==> config.mk <==
export PLATFORM = sky130hd
export DESIGN_NAME = rl_ram_1r1w_ctrl
export DESIGN_NICKNAME = d
export VERILOG_FILES = /design/src/rtl/rl_ram_1r1w_ctrl.sv
export SDC_FILE = /design/constraint.sdc
export NUM_CORES = 1
export LEC_CHECK = 0
export CAP_MARGIN = 20
export CORE_ASPECT_RATIO = 1.4
export CORE_MARGIN = 1
export CORE_UTILIZATION = 35
export DETAILED_ROUTE_END_ITERATION = 8
export GPL_ROUTABILITY_DRIVEN = 0
export GPL_TIMING_DRIVEN = 0
export PLACE_DENSITY = 0.94
export SYNTH_ARGS = -nofsm -noshare
export SYNTH_HDL_FRONTEND = slang
export SYNTH_SLANG_ARGS = --single-unit
==> constraint.sdc <==
create_clock -name clk_i -period 4.3 [get_ports clk_i]
set_input_delay 1.29 -clock clk_i [delete_from_list [all_inputs] [get_ports clk_i]]
set_output_delay 1.29 -clock clk_i [all_outputs]
set_load 0.02 [all_outputs]
==> src/rtl/rl_ram_1r1w_ctrl.sv <==
`default_nettype none
// ============================================================================
// Module   : rl_ram_1r1w_ctrl
// Brief    : Clear/arbitrate/forward controller for a 1R1W RAM. It clears the
//            array, round-robins two write requesters and forwards same-cycle
//            writes to the 1-cycle read.
// Revision : 1.0 - initial release
// ============================================================================
module rl_ram_1r1w_ctrl #(
    parameter int ABITS   = 10,
    parameter int DBITS   = 32,
    parameter int INIT_EN = 1,
    localparam int BEBITS = (DBITS + 7) / 8
) (
    input  logic              clk_i,
    input  logic              rst_ni,
    input  logic              init_req_i,
    output logic              busy_o,
    input  logic              w0_req_i,
    input  logic [ABITS-1:0]  w0_addr_i,
    input  logic [DBITS-1:0]  w0_data_i,
    input  logic [BEBITS-1:0] w0_be_i,
    output logic              w0_ack_o,
    input  logic              w1_req_i,
    input  logic [ABITS-1:0]  w1_addr_i,
    input  logic [DBITS-1:0]  w1_data_i,
    input  logic [BEBITS-1:0] w1_be_i,
    output logic              w1_ack_o,
    input  logic              rd_req_i,
    input  logic [ABITS-1:0]  rd_addr_i,
    output logic              rd_valid_o,
    output logic [DBITS-1:0]  rd_data_o,
    output logic [ABITS-1:0]  mem_waddr_o,
    output logic [DBITS-1:0]  mem_din_o,
    output logic              mem_we_o,
    output logic [BEBITS-1:0] mem_be_o,
    output logic [ABITS-1:0]  mem_raddr_o,
    input  logic [DBITS-1:0]  mem_dout_i
);

    typedef enum logic [0:0] {
        ST_INIT = 1'b0,
        ST_RUN  = 1'b1
    } state_t;

    localparam logic [ABITS-1:0] c_CNT_MAX = {ABITS{1'b1}};
    localparam state_t           c_RST_ST  = (INIT_EN != 0) ? ST_INIT : ST_RUN;

    state_t             r_state;
    state_t             w_state_nxt;
    logic [ABITS-1:0]   r_cnt;
    logic [ABITS-1:0]   w_cnt_nxt;
    logic               r_rr;
    logic               r_rd_valid;
    logic               r_fwd_hit;
    logic [DBITS-1:0]   r_fwd_data;
    logic [BEBITS-1:0]  r_fwd_be;

    logic               w_run;
    logic               w_gnt_valid;
    logic               w_gnt_idx;
    logic               w_rd_acc;
    logic               w_fwd_hit;
    logic [DBITS-1:0]   w_rd_data;

    // Outputs that matter to the RAM and requesters are gated by reset directly,
    // so they are safe even before the first clock edge of a reset pulse.
    assign w_run       = rst_ni && (r_state == ST_RUN);
    assign w_gnt_valid = w_run && (w0_req_i || w1_req_i);
    assign w_gnt_idx   = (w0_req_i && w1_req_i) ? r_rr : w1_req_i;
    assign w_rd_acc    = w_run && rd_req_i;
    assign w_fwd_hit   = w_rd_acc && w_gnt_valid && (mem_waddr_o == rd_addr_i);

    assign mem_raddr_o = rd_addr_i;
    assign rd_valid_o  = r_rd_valid;
    assign rd_data_o   = w_rd_data;

    always_ff @(posedge clk_i) begin
        if (!rst_ni) begin
            r_state    <= c_RST_ST;
            r_cnt      <= '0;
            r_rr       <= 1'b0;
            r_rd_valid <= 1'b0;
            r_fwd_hit  <= 1'b0;
            r_fwd_data <= '0;
            r_fwd_be   <= '0;
        end else begin
            r_state    <= w_state_nxt;
            r_cnt      <= w_cnt_nxt;
            r_rd_valid <= w_rd_acc;
            r_fwd_hit  <= w_fwd_hit;
            r_fwd_data <= mem_din_o;
            r_fwd_be   <= mem_be_o;
            if (w_gnt_valid) begin
                r_rr <= ~w_gnt_idx;
            end
        end
    end

    always_comb begin
        w_state_nxt = r_state;
        w_cnt_nxt   = r_cnt;
        busy_o      = 1'b0;
        mem_we_o    = 1'b0;
        mem_waddr_o = w0_addr_i;
        mem_din_o   = w0_data_i;
        mem_be_o    = w0_be_i;
        w0_ack_o    = 1'b0;
        w1_ack_o    = 1'b0;

        if (!rst_ni) begin
            busy_o = (INIT_EN != 0);
        end else begin
            case (r_state)
                ST_INIT: begin
                    busy_o      = 1'b1;
                    mem_we_o    = 1'b1;
                    mem_waddr_o = r_cnt;
                    mem_din_o   = '0;
                    mem_be_o    = '1;
                    w_cnt_nxt   = r_cnt + 1'b1;
                    if (r_cnt == c_CNT_MAX) begin
                        w_state_nxt = ST_RUN;
                    end
                end
                default: begin
                    if (w_gnt_valid) begin
                        mem_we_o = 1'b1;
                        if (w_gnt_idx) begin
                            mem_waddr_o = w1_addr_i;
                            mem_din_o   = w1_data_i;
                            mem_be_o    = w1_be_i;
                            w1_ack_o    = 1'b1;
                        end else begin
                            w0_ack_o    = 1'b1;
                        end
                    end
                    if (init_req_i) begin
                        w_state_nxt = ST_INIT;
                        w_cnt_nxt   = '0;
                    end
                end
            endcase
        end
    end

    // The top lane may be narrower than 8 bits when DBITS is not byte aligned.
    for (genvar k = 0; k < BEBITS; k++) begin : g_byte
        localparam int LO = 8 * k;
        localparam int HI = ((8 * k + 7) < DBITS) ? (8 * k + 7) : (DBITS - 1);
        assign w_rd_data[HI:LO] = (r_fwd_hit && r_fwd_be[k]) ? r_fwd_data[HI:LO]
                                                             : mem_dout_i[HI:LO];
    end

endmodule
`default_nettype wire

* Word level (Yosys, flattened, before mapping)
Cells that the tools add are included.
Storage, ports and cells: register bits 50, output and inout port bits 93, logic and storage cells 58
Cells by class: add/subtract/negate cells 1, equality and inequality tests 3, muxes and demuxes 35, bitwise logic cells 1, reductions and logical operators 11
Operators with widths (number):
- 32-bit two-way mux | 4
- 10-bit two-way mux | 6
- 8-bit two-way mux | 4
- 1-bit two-way mux | 17
- 4-bit two-way mux | 4
- 10-bit by 1-bit adder with 10-bit output, second input constant | 1
- 10-bit equality test | 1
- 10-bit equality test, second input constant | 1
- 1-bit logical AND | 10
- 2-bit inequality test, second input constant | 1
- 1-bit logical OR | 1
- 1-bit inverter | 1

* Depth between registers and ports, before layout
Gate-level depths: netlist of the first run.
depth in word-level cells 8, depth in mapped cells 8, depth with buffers taken out 7

* Worst setup path before layout of the first run
OpenSTA, ideal clock, no wires.
path type input to output, from in rst_ni, to out w0_ack_o, arrival time 2634 ps, path slack 376 ps, stages 5, path buffers 3, cell sequence buf_2 -> buf_2 -> nand2_1 -> clkbuf_1 -> nor3_1
On the way: longest elaborated chain between the ends 5
RTL lines:
- start: declaration | RTL line 16 | input logic rst_ni,
- 1-bit logical AND | RTL line 68 | assign w_run = rst_ni && (r_state == ST_RUN);
- 1-bit logical AND | RTL line 69 | assign w_gnt_valid = w_run && (w0_req_i || w1_req_i);
- 1-bit two-way mux | RTL line 127 | if (w_gnt_valid) begin
- 1-bit two-way mux | RTL line 114 | case (r_state)
- 1-bit two-way mux * | RTL line 111 | if (!rst_ni) begin
- end: declaration | RTL line 23 | output logic w0_ack_o,
Mark *: on every way between the ends. The rest lies on a longest branch, timed or not.

* Worst setup path after layout of the first run
from in w0_req_i, to out mem_waddr_o[6]
On the way: longest elaborated chain between the ends 6
RTL lines:
- start: declaration | RTL line 19 | input logic w0_req_i,
- 1-bit logical AND | RTL line 70 | assign w_gnt_idx = (w0_req_i && w1_req_i) ? r_rr : w1_req_i;
- 1-bit two-way mux | RTL line 70
- 10-bit two-way mux | RTL line 129 | if (w_gnt_idx) begin
- 10-bit two-way mux * | RTL line 127
- 10-bit two-way mux * | RTL line 114
- 10-bit two-way mux * | RTL line 111
- end: declaration | RTL line 33 | output logic [ABITS-1:0] mem_waddr_o,
Marks and branches as above.

==> impl_metrics.yaml, run 1 <==
status:
  status: "complete, no violations"
routing:
  dr.pass1.iters: 4
  drcViolationCount: 0
  viasPerCell: 5.463
  drtIter0Drc: 181
  ant_nets: 0
  vias: 4070
  avgRoutedWirePerCell_microns: 18.28
  wl_microns: 13620
yosys:
  synthesis.instances: 395
  avgSynthCellArea_sq_um: 7.986
  synth_edf_count: 0
  async_reset_ff_share_pct: 0
  synth_seq_cells: 50
  synth_top_flop_cell: "dfxtp_1"
  synth_nets: 536
  yosysSeqAreaShare_pct: 31.73
  yosysUniqueCellTypes: 40
  ys_warn_count: 0
  netlist_area_sq_um: 3154
layout:
  nets: 780
  postLayoutCellArea_sq_um: 5967
  final_common_cell: "clkdlybuf4s50_1"
  mostFrequentLayoutCells: "183 x clkdlybuf4s50_1, 85 x nand2_1, 50 x dfxtp_1"
  syn_to_final_growth_pct: 89.17
  drive_gt1_share_pct: 21.25
  utilization_pct: 68.92
  diodes: 0
setup_path:
  start_kind: "input pin"
  cp-end-kind: "primary output"
  critPathKind: "input pin to primary output"
  crit_fanout: 7
  cp.arrival_ps: 2920
  required_ps: 3010
sta:
  fin_ws_ps: 88.89
  fin_crit_ps: 4211
  tightest_slew_ps: 457.7
  holdWs_ps: 538.6
  finalMaxSlewViolations: 0
  min_period_over_period_pct: 97.93
  worst_clock_skew_ps: 1.993
  finalSetupViolCount: 0
  maxSlewHeadroom_pct: 69.48
  fmax_ghz: 0.2375
  final_hold_viol_count: 0
clock_tree:
  clockBufferDepth: 2
  clkTransAtPathRegs_ps: 60
  ctsRootBufferMaster: "clkbuf_16"
  cts_buffers: 5
  h-tree-depth: 2
  clk_latency_ps: 280
  cts_tree: "yes"
  cts.sinks: 50
  ctsHoldBuffers: 0
placed_design:
  placed_cell_area_sq_um: 5608
  port_buffers: 232
  pre_cts_ws_ps: -975.0
  dpl.hpwl_microns: 10620
floorplanning:
  boundaryPins: 233
  initial_core_util_pct: 36.43
  die_w_microns: 82.23
  die_area_sq_um: 9401
  coreArea_sq_um: 8658
  die_h_microns: 114.3
  num_rows: 40
global_route:
  grt_usage_pct: 28.02
  first_global_vias: 4023
  grt_pass1_wl_microns: 19890
  grt_max_degree: 15
  antenna_found_initial: 0
  grt-ovfl-total: 0
worst_hold_path:
  worstHoldPathType: "flip-flop to flip-flop"
power:
  power_mw: 1.351
  leakagePower_nw: 2.560
  vdd_drop_max_mv: 0.2098
  p_per_area_nw_per_um2: 226.4
job:
  maxCapViolCount: 0
-- logic make-up after synthesis --
family	after synthesis	synth area share, %
compound gates	116	24.24
xor+xnor	4	1.111
fa+ha+maj	1	0.3966
buf+inv	37	7.061
flops	50	31.73
mux	36	12.81
simple gates	151	22.65
-- cells in the mapped netlist, types with 4 or more instances --
library cell,instances,area (sq um)
nor4_1,10,62.56
xor2_1,4,35.03
nand3_1,7,35.03
a31oi_1,4,25.02
a211oi_1,4,30.03
a21o_1,32,240.2
and3_1,5,31.28
clkbuf_1,13,48.80
buf_6,5,56.30
buf_2,4,20.02
mux2_2,35,394.1
dfxtp_1,50,1001
nor2_1,16,60.06
nand2_1,88,330.3
nor3_1,8,40.04
buf_4,10,75.07
a21oi_1,44,220.2
o31a_1,4,35.03
nor4_2,5,62.56
o22ai_1,16,100.1
-- flip-flops by register name, summed over array words and instances, names as in the netlist --
signal / flops
r_cnt: 10
r_fwd_be: 4
r_fwd_data: 32
r_fwd_hit: 1
r_rr: 1
r_state: 1
rd_valid_o: 1
-- metrics by stage --
| step | cells | TNS [ps] |
|---|---|---|
| after floorplan | 395 | 0 |
| after global placement | 732 | -32300 |
| after detailed placement | 732 | -33940 |
| after CTS | 745 | -2.554 |
| after global routing | 745 | -16.13 |
| final | 745 | 0 |
-- final timing paths --
kind	endpoint	slack, ps	from	depth (start not counted)
setup / recovery	mem_waddr_o[6]	90	w0_req_i	7
hold / removal	r_rr$_SDFFE_PN0N_	540	r_rr$_SDFFE_PN0N_	1
setup reg to reg	r_fwd_hit$_SDFF_PN0_	2130	r_state$_SDFF_PN0_	8
hold reg to reg	r_rr$_SDFFE_PN0N_	540	r_rr$_SDFFE_PN0N_	1
-- layout make-up --
cell class,instances,area (sq um)
Timing Repair Buffer,237,2346
Inverter,2,7.507
Multi-Input combinational cell,308,2019
Clock buffer,7,132.6
Buffer,35,299.0
Sequential cell,50,1001
Clock inverter,1,30.03
Tap cell,105,131.4
Fill cell,656,2691
-- where the power goes --
part           switching, mW  total (mW)  internal, mW
clock                  0.171       0.446         0.275
combinational          0.190       0.434         0.244
sequential           0.00354       0.471         0.467
-- critical path, cell delays in order --
cell             delay [ps]
dlygate4sd2_1           260
nand2b_1                 80
buf_6                   150
buf_4                   140
a211oi_1                370
nor3_1                   80
clkdlybuf4s50_1         550
-- layer usage --
layer | track usage, % | routed length [microns] | up-vias
li1 | - | - | 1906
met1 | 28.71 | 4743 | 1873
met2 | 48.32 | 6864 | 227
met3 | 7.490 | 1174 | 64
met4 | 18.95 | 834 | 0
met5 | 0 | 0 | -
-- timing repair --
action                     CTS  global route
buffers inserted             5             0
gates resized for setup    150            19
pin swaps                    1             0
setup endpoints to repair   50            42
(Power assumes the default switching activity.)
==> inputs of run 2 (changes only) <==
Settings changed: CORE_UTILIZATION 35 to 37, PLACE_DENSITY 0.94 to 0.95.
==> impl_metrics.yaml, run 2 (same netlist as run 1, synthesis figures left out) <==
layout:
  final_common_cell: "clkdlybuf4s50_1"
  filler_cell_count: 582
  drive_gt1_share_pct: 20.81
  largest_reg_flops: 32
  utilization_pct: 72.57
  mostFrequentLayoutCells: "183 x clkdlybuf4s50_1, 85 x nand2_1, 50 x dfxtp_1"
  top_regs: "r_fwd_data (32), r_cnt (10), r_fwd_be (4)"
  regMostFlops: "r_fwd_data"
  syn_to_final_growth_pct: 88.62
  final_cells: 741
  nets: 779
  diodes: 0
floorplanning:
  die_h_microns: 111.3
  initial_core_util_pct: 38.48
  boundaryPins: 233
  die_area_sq_um: 8904
  num_rows: 39
  die_w_microns: 80.04
  coreArea_sq_um: 8198
setup_path:
  regToRegSetupSlack_ps: 2210
  start_kind: "input pin"
  required_ps: 3010
  crit_start: "rst_ni"
  worstRegToRegCells: 8
  crit_fanout: 10
  critPathKind: "input pin to primary output"
  r2r_end: "r_fwd_hit$_SDFF_PN0_"
  crit_end: "mem_din_o[8]"
  cp.arrival_ps: 2940
  cp-end-kind: "primary output"
  r2r_start: "r_state$_SDFF_PN0_"
routing:
  ant_nets: 0
  drtIter0Drc: 243
  dr.pass1.iters: 5
  viasPerCell: 5.609
  met1_length_microns: 4567
  vias: 4156
  top_layer: "met4"
  drcViolationCount: 0
  avgRoutedWirePerCell_microns: 18.49
  met2_length_microns: 6822
  wl_microns: 13700
  route.met3.wl_microns: 1466
placed_design:
  placedCellCount: 729
  dpl.hpwl_microns: 10780
  port_buffers: 232
sta:
  tightest_slew_ps: 454.0
  fmax_ghz: 0.2363
  worst_clock_skew_ps: 3.978
  final_hold_viol_count: 0
  finalMaxSlewViolations: 0
  fin_crit_ps: 4233
  maxSlewHeadroom_pct: 69.73
  finalSetupViolCount: 0
  min_period_over_period_pct: 98.43
clock_tree:
  clk_latency_ps: 290
  h-tree-depth: 2
  ctsRootBufferMaster: "clkbuf_16"
  cts.sinks: 50
  cts_buffers: 5
  cts_tree: "yes"
  clkTransAtPathRegs_ps: 70
  ctsHoldBuffers: 0
  clockBufferDepth: 2
global_route:
  antenna_found_initial: 1
  grt-ovfl-total: 0
  first_global_vias: 4289
  grt_max_degree: 16
  grt_usage_pct: 30.17
  grt_pass1_wl_microns: 20840
status:
  status: "complete, no violations"
worst_hold_path:
  worstHoldPathType: "flip-flop to flip-flop"
power:
  power_mw: 1.358
  leakagePower_nw: 2.576
  vdd_drop_max_mv: 0.1898
  p_per_area_nw_per_um2: 228.3
job:
  maxCapViolCount: 0
## run 2: cell types whose count changed in the layout (fill, tap and decap cells not counted), moves of 2 or more
cell / delta
clkdlybuf4s15_2: -10
clkbuf_2: +2
clkdlybuf4s15_1: +3
a21oi_1: -2
a21oi_2: +2
buf_4: -2
dlygate4sd2_1: +2
buf_6: +3
## run 2: what timing repair did
action	CTS	global route
pin swaps	0	0
buffers inserted	0	4
resized for setup	137	32
endpoints found under the setup margin	50	41
## run 2: stage by stage
step / TNS, ps / hold WS (ps) / setup WS (ps) / cell area [sq um]
2_1_floorplan: 0 / 463.2 / 376.0 / 3154
3_3_place_gp: -32150 / 481.0 / -907.1 / 5604
3_5_place_dp: -33160 / 507.9 / -925.7 / 5604
4_1_cts: -199.4 / 521.1 / -54.46 / 5876
5_1_grt: -17.48 / 555.4 / -9.103 / 5949
6_report: 0 / 543.9 / 67.35 / 5949
## run 2: worst min-delay path by stage
| stage | start | endpoint | slack (ps) | cells after the start |
|---|---|---|---|---|
| after floorplan | r_rr$_SDFFE_PN0N_ | r_rr$_SDFFE_PN0N_ | 460 | 1 |
| after global placement | r_rr$_SDFFE_PN0N_ | r_rr$_SDFFE_PN0N_ | 480 | 1 |
| after detailed placement | r_cnt[9]$_SDFFE_PN0P_ | r_state$_SDFF_PN0_ | 510 | 2 |
| after CTS | r_cnt[9]$_SDFFE_PN0P_ | r_state$_SDFF_PN0_ | 520 | 2 |
| after global routing | r_cnt[9]$_SDFFE_PN0P_ | r_state$_SDFF_PN0_ | 560 | 2 |
| final | r_cnt[9]$_SDFFE_PN0P_ | r_state$_SDFF_PN0_ | 540 | 2 |
## run 2: cell type report
cell class / instances / area [sq um] / area share, %
sequential: 50 / 1001 / 16.82
inverter: 2 / 7.507 / 0.1262
multi-input combinational: 308 / 2032 / 34.15
clock buffer: 6 / 128.9 / 2.166
timing repair buffer: 236 / 2311 / 38.84
tap: 102 / 127.6 / 2.145
clock inverter: 2 / 37.54 / 0.6309
buffer: 35 / 304.0 / 5.110
## run 2: critical path, stage by stage
cell	delay (ps)
dlygate4sd2_1	320
buf_6	190
buf_4	200
nand2_4	110
clkbuf_4	210
a21oi_1	190
a21o_1	120
clkdlybuf4s15_1	300
## run 2: power breakdown
| group | internal [mW] | switching [mW] |
|---|---|---|
| sequential | 0.467 | 0.00362 |
| combinational | 0.243 | 0.192 |
| clock | 0.275 | 0.177 |
## run 2: layer usage
metal | vias up | GRT usage, %
met5 | - | 0
met4 | 0 | 17.86
met3 | 75 | 9.959
met2 | 252 | 53.28
met1 | 1925 | 29.75
li1 | 1904 | -
==> RTL edit 1: new RTL, settings of run 1 <==
`INIT_EN`: 1 -> 0.
--- a/src/rtl/rl_ram_1r1w_ctrl.sv
+++ b/src/rtl/rl_ram_1r1w_ctrl.sv
@@ -9,7 +9,7 @@
 module rl_ram_1r1w_ctrl #(
     parameter int ABITS   = 10,
     parameter int DBITS   = 32,
-    parameter int INIT_EN = 1,
+    parameter int INIT_EN = 0,
     localparam int BEBITS = (DBITS + 7) / 8
 ) (
     input  logic              clk_i,
Function: changed (a bounded check fails within 4 cycles, from zero or initial values and one cycle with rst_ni low).
==> RTL edit 1 against run 1 <==
  * Power is 13% higher
  * Wire length increased by 9.4%
  * Combinational power is 37% higher
  * Sequential share of layout area about the same
  * Sequential cell count unchanged
  * Design area is essentially flat
  * Worst setup slack worse by 0.071 ns
  * Critical path type unchanged
  * Clock power fell by 2%
  * Area after synthesis up 0.83%
==> RTL edit 1: results (changes against run 1) <==
- Peak ir drop on the vdd network: 0.000211 V (+0.72%)
- Setup WS post-layout: 0.0174 ns (-0.0715 ns)
- # fillers: 673 (+2.6%)
- First-pass GRT wire length: 21.4 mm (+7.6%)
- Clk pwr share: 28.5% (-4.5 points)
- Detailed Routing Iterations Pass 1: 5 (+1)
- Via count: 4,307 (+5.8%)
- Adder-cell share of the synthesized area: 0.393% (-0.0033 points)
- Seq/Total Area, Yosys: 31.5% (-0.26 points)
- Dpl hpwl: 11.4 mm (+7.8%)
- Combinational group share of total power: 38.8% (+6.7 points)
- Clock network area share: 2.79% (+0.064 points)
- Routed wire length: 14.9 mm (+9.4%)
- Synth Area in Compound Gates: 26.4% (+2.2 points)
- Hold Startpoint: r_cnt[7]
- Initial antenna violation count: 0 (unchanged)
- Fin cells: 775 (+4.0%)
- Syn Nets: 560 (+4.5%)
- Commonest cells post-synth: 100 x nand2_1, 55 x a21oi_1, 50 x dfxtp_1
- Hold WS: 0.513 ns (-0.0257 ns)
- Critical path peak fanout: 10 (+3)
- Final setup skew: 0.00417 ns (+0.00217 ns)
- Area taken by multi-input logic gates: 2110 um^2 (+4.3%)
- Total power: 0.00153 W (+13%)
- Pint: 0.00105 W (+6.6%)
- Worst r2r src: r_state
- Pre-CTS setup slack: -1.19 ns (-0.217 ns)
- XOR/XNOR share of the synthesized area: 1.06% (-0.049 points)
- Comb_multi_in: 325 (+5.5%)
- Clock buffers: 8 (+1)
- R2R depth: 6 (-2)
- Hold path endpoint: r_cnt[7]
- Initial drt markers: 236 (+30%)
- Area contributors post-synth: dfxtp_1 31%, nand2_1 12%, mux2_2 11%
- CP startpoint: rst_ni
- Gr usage total: 30.1% (+2.0 points)
- Inverters: 7 (+5)
- Share of cells above drive strength 1: 25.1% (+3.8 points)
- R2R Setup Slk: 2.09 ns (-0.04 ns)
- Hold depth: 2 (+1)
- Sink Count: 50 (unchanged)
- Placed cells: 756 (+3.3%)
- Syn avg cell area: 7.59 um^2 (-4.9%)
- Mux cell area share after synthesis: 11.6% (-1.2 points)
- Cells after synthesis: 419 (+6.1%)
- Library cells used by synthesis: 47 (+18%)
- # nets final: 810 (+3.8%)
- Seq area share: 16.8% (about the same)
- Placement Cell Area: 5630 um^2 (+0.47%)
- Vias in the first global route: 4,364 (+8.5%)
- Leak: 2.60 nW (+1.4%)
- Non-clock buffer count: 280 (+2.9%)
- Largest net degree at the start of global routing: 15 (unchanged)
- Slew at the pin with the worst max-slew slack: 0.507 ns (+0.0489 ns)
- Status: finished, final reports clean
- CP endpoint: mem_waddr_o[7]
- Data buffer area share: 42.4% (-1.9 points)
## RTL edit 1: cell types whose count changed after synthesis, sizes merged, moves of 5 or more
cell   before  now
nor4       15    0
nand2      88  100
a21oi      44   55
o22ai      17   11
buf        21   26
inv         2    7
## RTL edit 1: timing repair
| action | 4_1_cts | 5_1_grt |
|---|---|---|
| gates resized for setup | 240 | 21 |
| pin swaps | 2 | 3 |
| buffers inserted | 10 | 2 |
| endpoints found under the setup margin | 49 | 36 |
## RTL edit 1: metal layers
layer  GRT usage [%]  vias up  part of all wire [%]
li1                -     1983                     -
met1            29.5     1974                    34
met2            56.4      279                    52
met3            6.43       71                   9.1
met4            16.9        0                   4.9
met5               0        -                     0
## RTL edit 1: worst max-delay path: stages
cell,delay [ns]
clkdlybuf4s50_1,0.53
buf_6,0.17
nand2_1,0.16
or3_1,0.41
nand3_1,0.09
dlygate4sd2_1,0.34
==> RTL edit 2: new RTL, settings of run 1 <==
Made on the original files. `r_fwd_data` no longer has a reset.
--- a/src/rtl/rl_ram_1r1w_ctrl.sv
+++ b/src/rtl/rl_ram_1r1w_ctrl.sv
@@ -82,19 +82,21 @@
             r_rr       <= 1'b0;
             r_rd_valid <= 1'b0;
             r_fwd_hit  <= 1'b0;
-            r_fwd_data <= '0;
             r_fwd_be   <= '0;
         end else begin
             r_state    <= w_state_nxt;
             r_cnt      <= w_cnt_nxt;
             r_rd_valid <= w_rd_acc;
             r_fwd_hit  <= w_fwd_hit;
-            r_fwd_data <= mem_din_o;
             r_fwd_be   <= mem_be_o;
             if (w_gnt_valid) begin
                 r_rr <= ~w_gnt_idx;
             end
         end
+    end
+
+    always_ff @(posedge clk_i) begin
+        r_fwd_data <= mem_din_o;
     end
 
     always_comb begin
Formal check against the unedited RTL: no difference found for any inputs over 10 cycles, from zero or initial values and one cycle with rst_ni low; that may be too few to reach the edited logic, so the function may still have changed.
==> RTL edit 2 against run 1 <==
  * Wire length decreased by 11%
  * Power is 14% lower
  * Area after synthesis decreased by 13%
  * Maximum frequency decreased by 0.86%
  * Synthesized cell count down 26%
  * Register-to-register slack better by 0.30 ns
  * Worst setup slack got worse by 0.036 ns
  * Sequential cell count unchanged
  * Design area is 12% lower
  * Sequential power grew 4.5%
  * Critical path type unchanged
  * Largest cell class unchanged
==> RTL edit 2: results (changes against run 1) <==
- Status: finished, final reports clean
- Hold Startpoint: r_cnt[5]
- Port bufs: 231 (-0.43%)
- Inverters: 9 (+7)
- Later-pin clock latency in the skew report: 0.30 ns (+0.02 ns)
- Data buffer area share: 46.5% (+2.1 points)
- Adder-cell share of the synthesized area: 0.456% (+0.059 points)
- Share of cells above drive strength 1: 22.8% (+1.6 points)
- Syn Nets: 434 (-19%)
- Dpl hpwl: 10.1 mm (-5.0%)
- Leak: 2.13 nW (-17%)
- Non-clock buffer count: 262 (-3.7%)
- Grt met1 use: 28.2% (-0.50 points)
- Hold WS: 0.532 ns (-0.00623 ns)
- R2R Setup Slk: 2.43 ns (+0.30 ns)
- Synth Area in Compound Gates: 24.7% (+0.51 points)
- Met3 Use GR: 9.45% (+2.0 points)
- First-pass GRT wire length: 18.2 mm (-8.5%)
- Fraction of area in multi-input gates: 29.9% (-3.9 points)
- Library cells used by synthesis: 49 (+23%)
- # nets final: 676 (-13%)
- Normalized max-slew margin: 69.8% (+0.31 points)
- Initial drt markers: 149 (-18%)
- Syn avg cell area: 9.37 um^2 (+17%)
- Root buffer cell: clkbuf_8
- Standard-cell rows: 37 (-7.5%)
- Area contributors post-synth: dfxtp_1 36%, mux2_2 14%, a22o_1 10%
- Placement Cell Area: 5180 um^2 (-7.7%)
- Peak ir drop on the vdd network: 0.000162 V (-23%)
- Met3 wire length: 1.12 mm (-4.9%)
[RTL edit 2: how the worst max path moves through the flow]
stage             start        endpoint  slack (ns)  cells after the start
3_5_place_dp   w0_req_i   mem_din_o[25]       -0.98                      9
3_3_place_gp   w0_req_i   mem_din_o[17]       -0.93                      9
2_1_floorplan  w0_req_i   mem_din_o[22]        0.49                      8
5_1_grt          rst_ni     mem_be_o[2]      -0.005                      6
4_1_cts        w0_req_i   mem_din_o[11]      -0.009                     10
6_report       w1_req_i  mem_waddr_o[5]        0.05                      6
[RTL edit 2: critical path, stage by stage]
cell             delay [ns]
dlygate4sd2_1          0.30
clkbuf_2               0.23
nand3_1                0.17
o22ai_2                0.09
a21oi_1                0.22
clkdlybuf4s50_1        0.65
[RTL edit 2: power breakdown]
group	switching [W]	total, W	internal (W)
clock	0.000166	0.000278	0.000112
sequential	0.00000849	0.000492	0.000483
combinational	0.000165	0.000395	0.000231
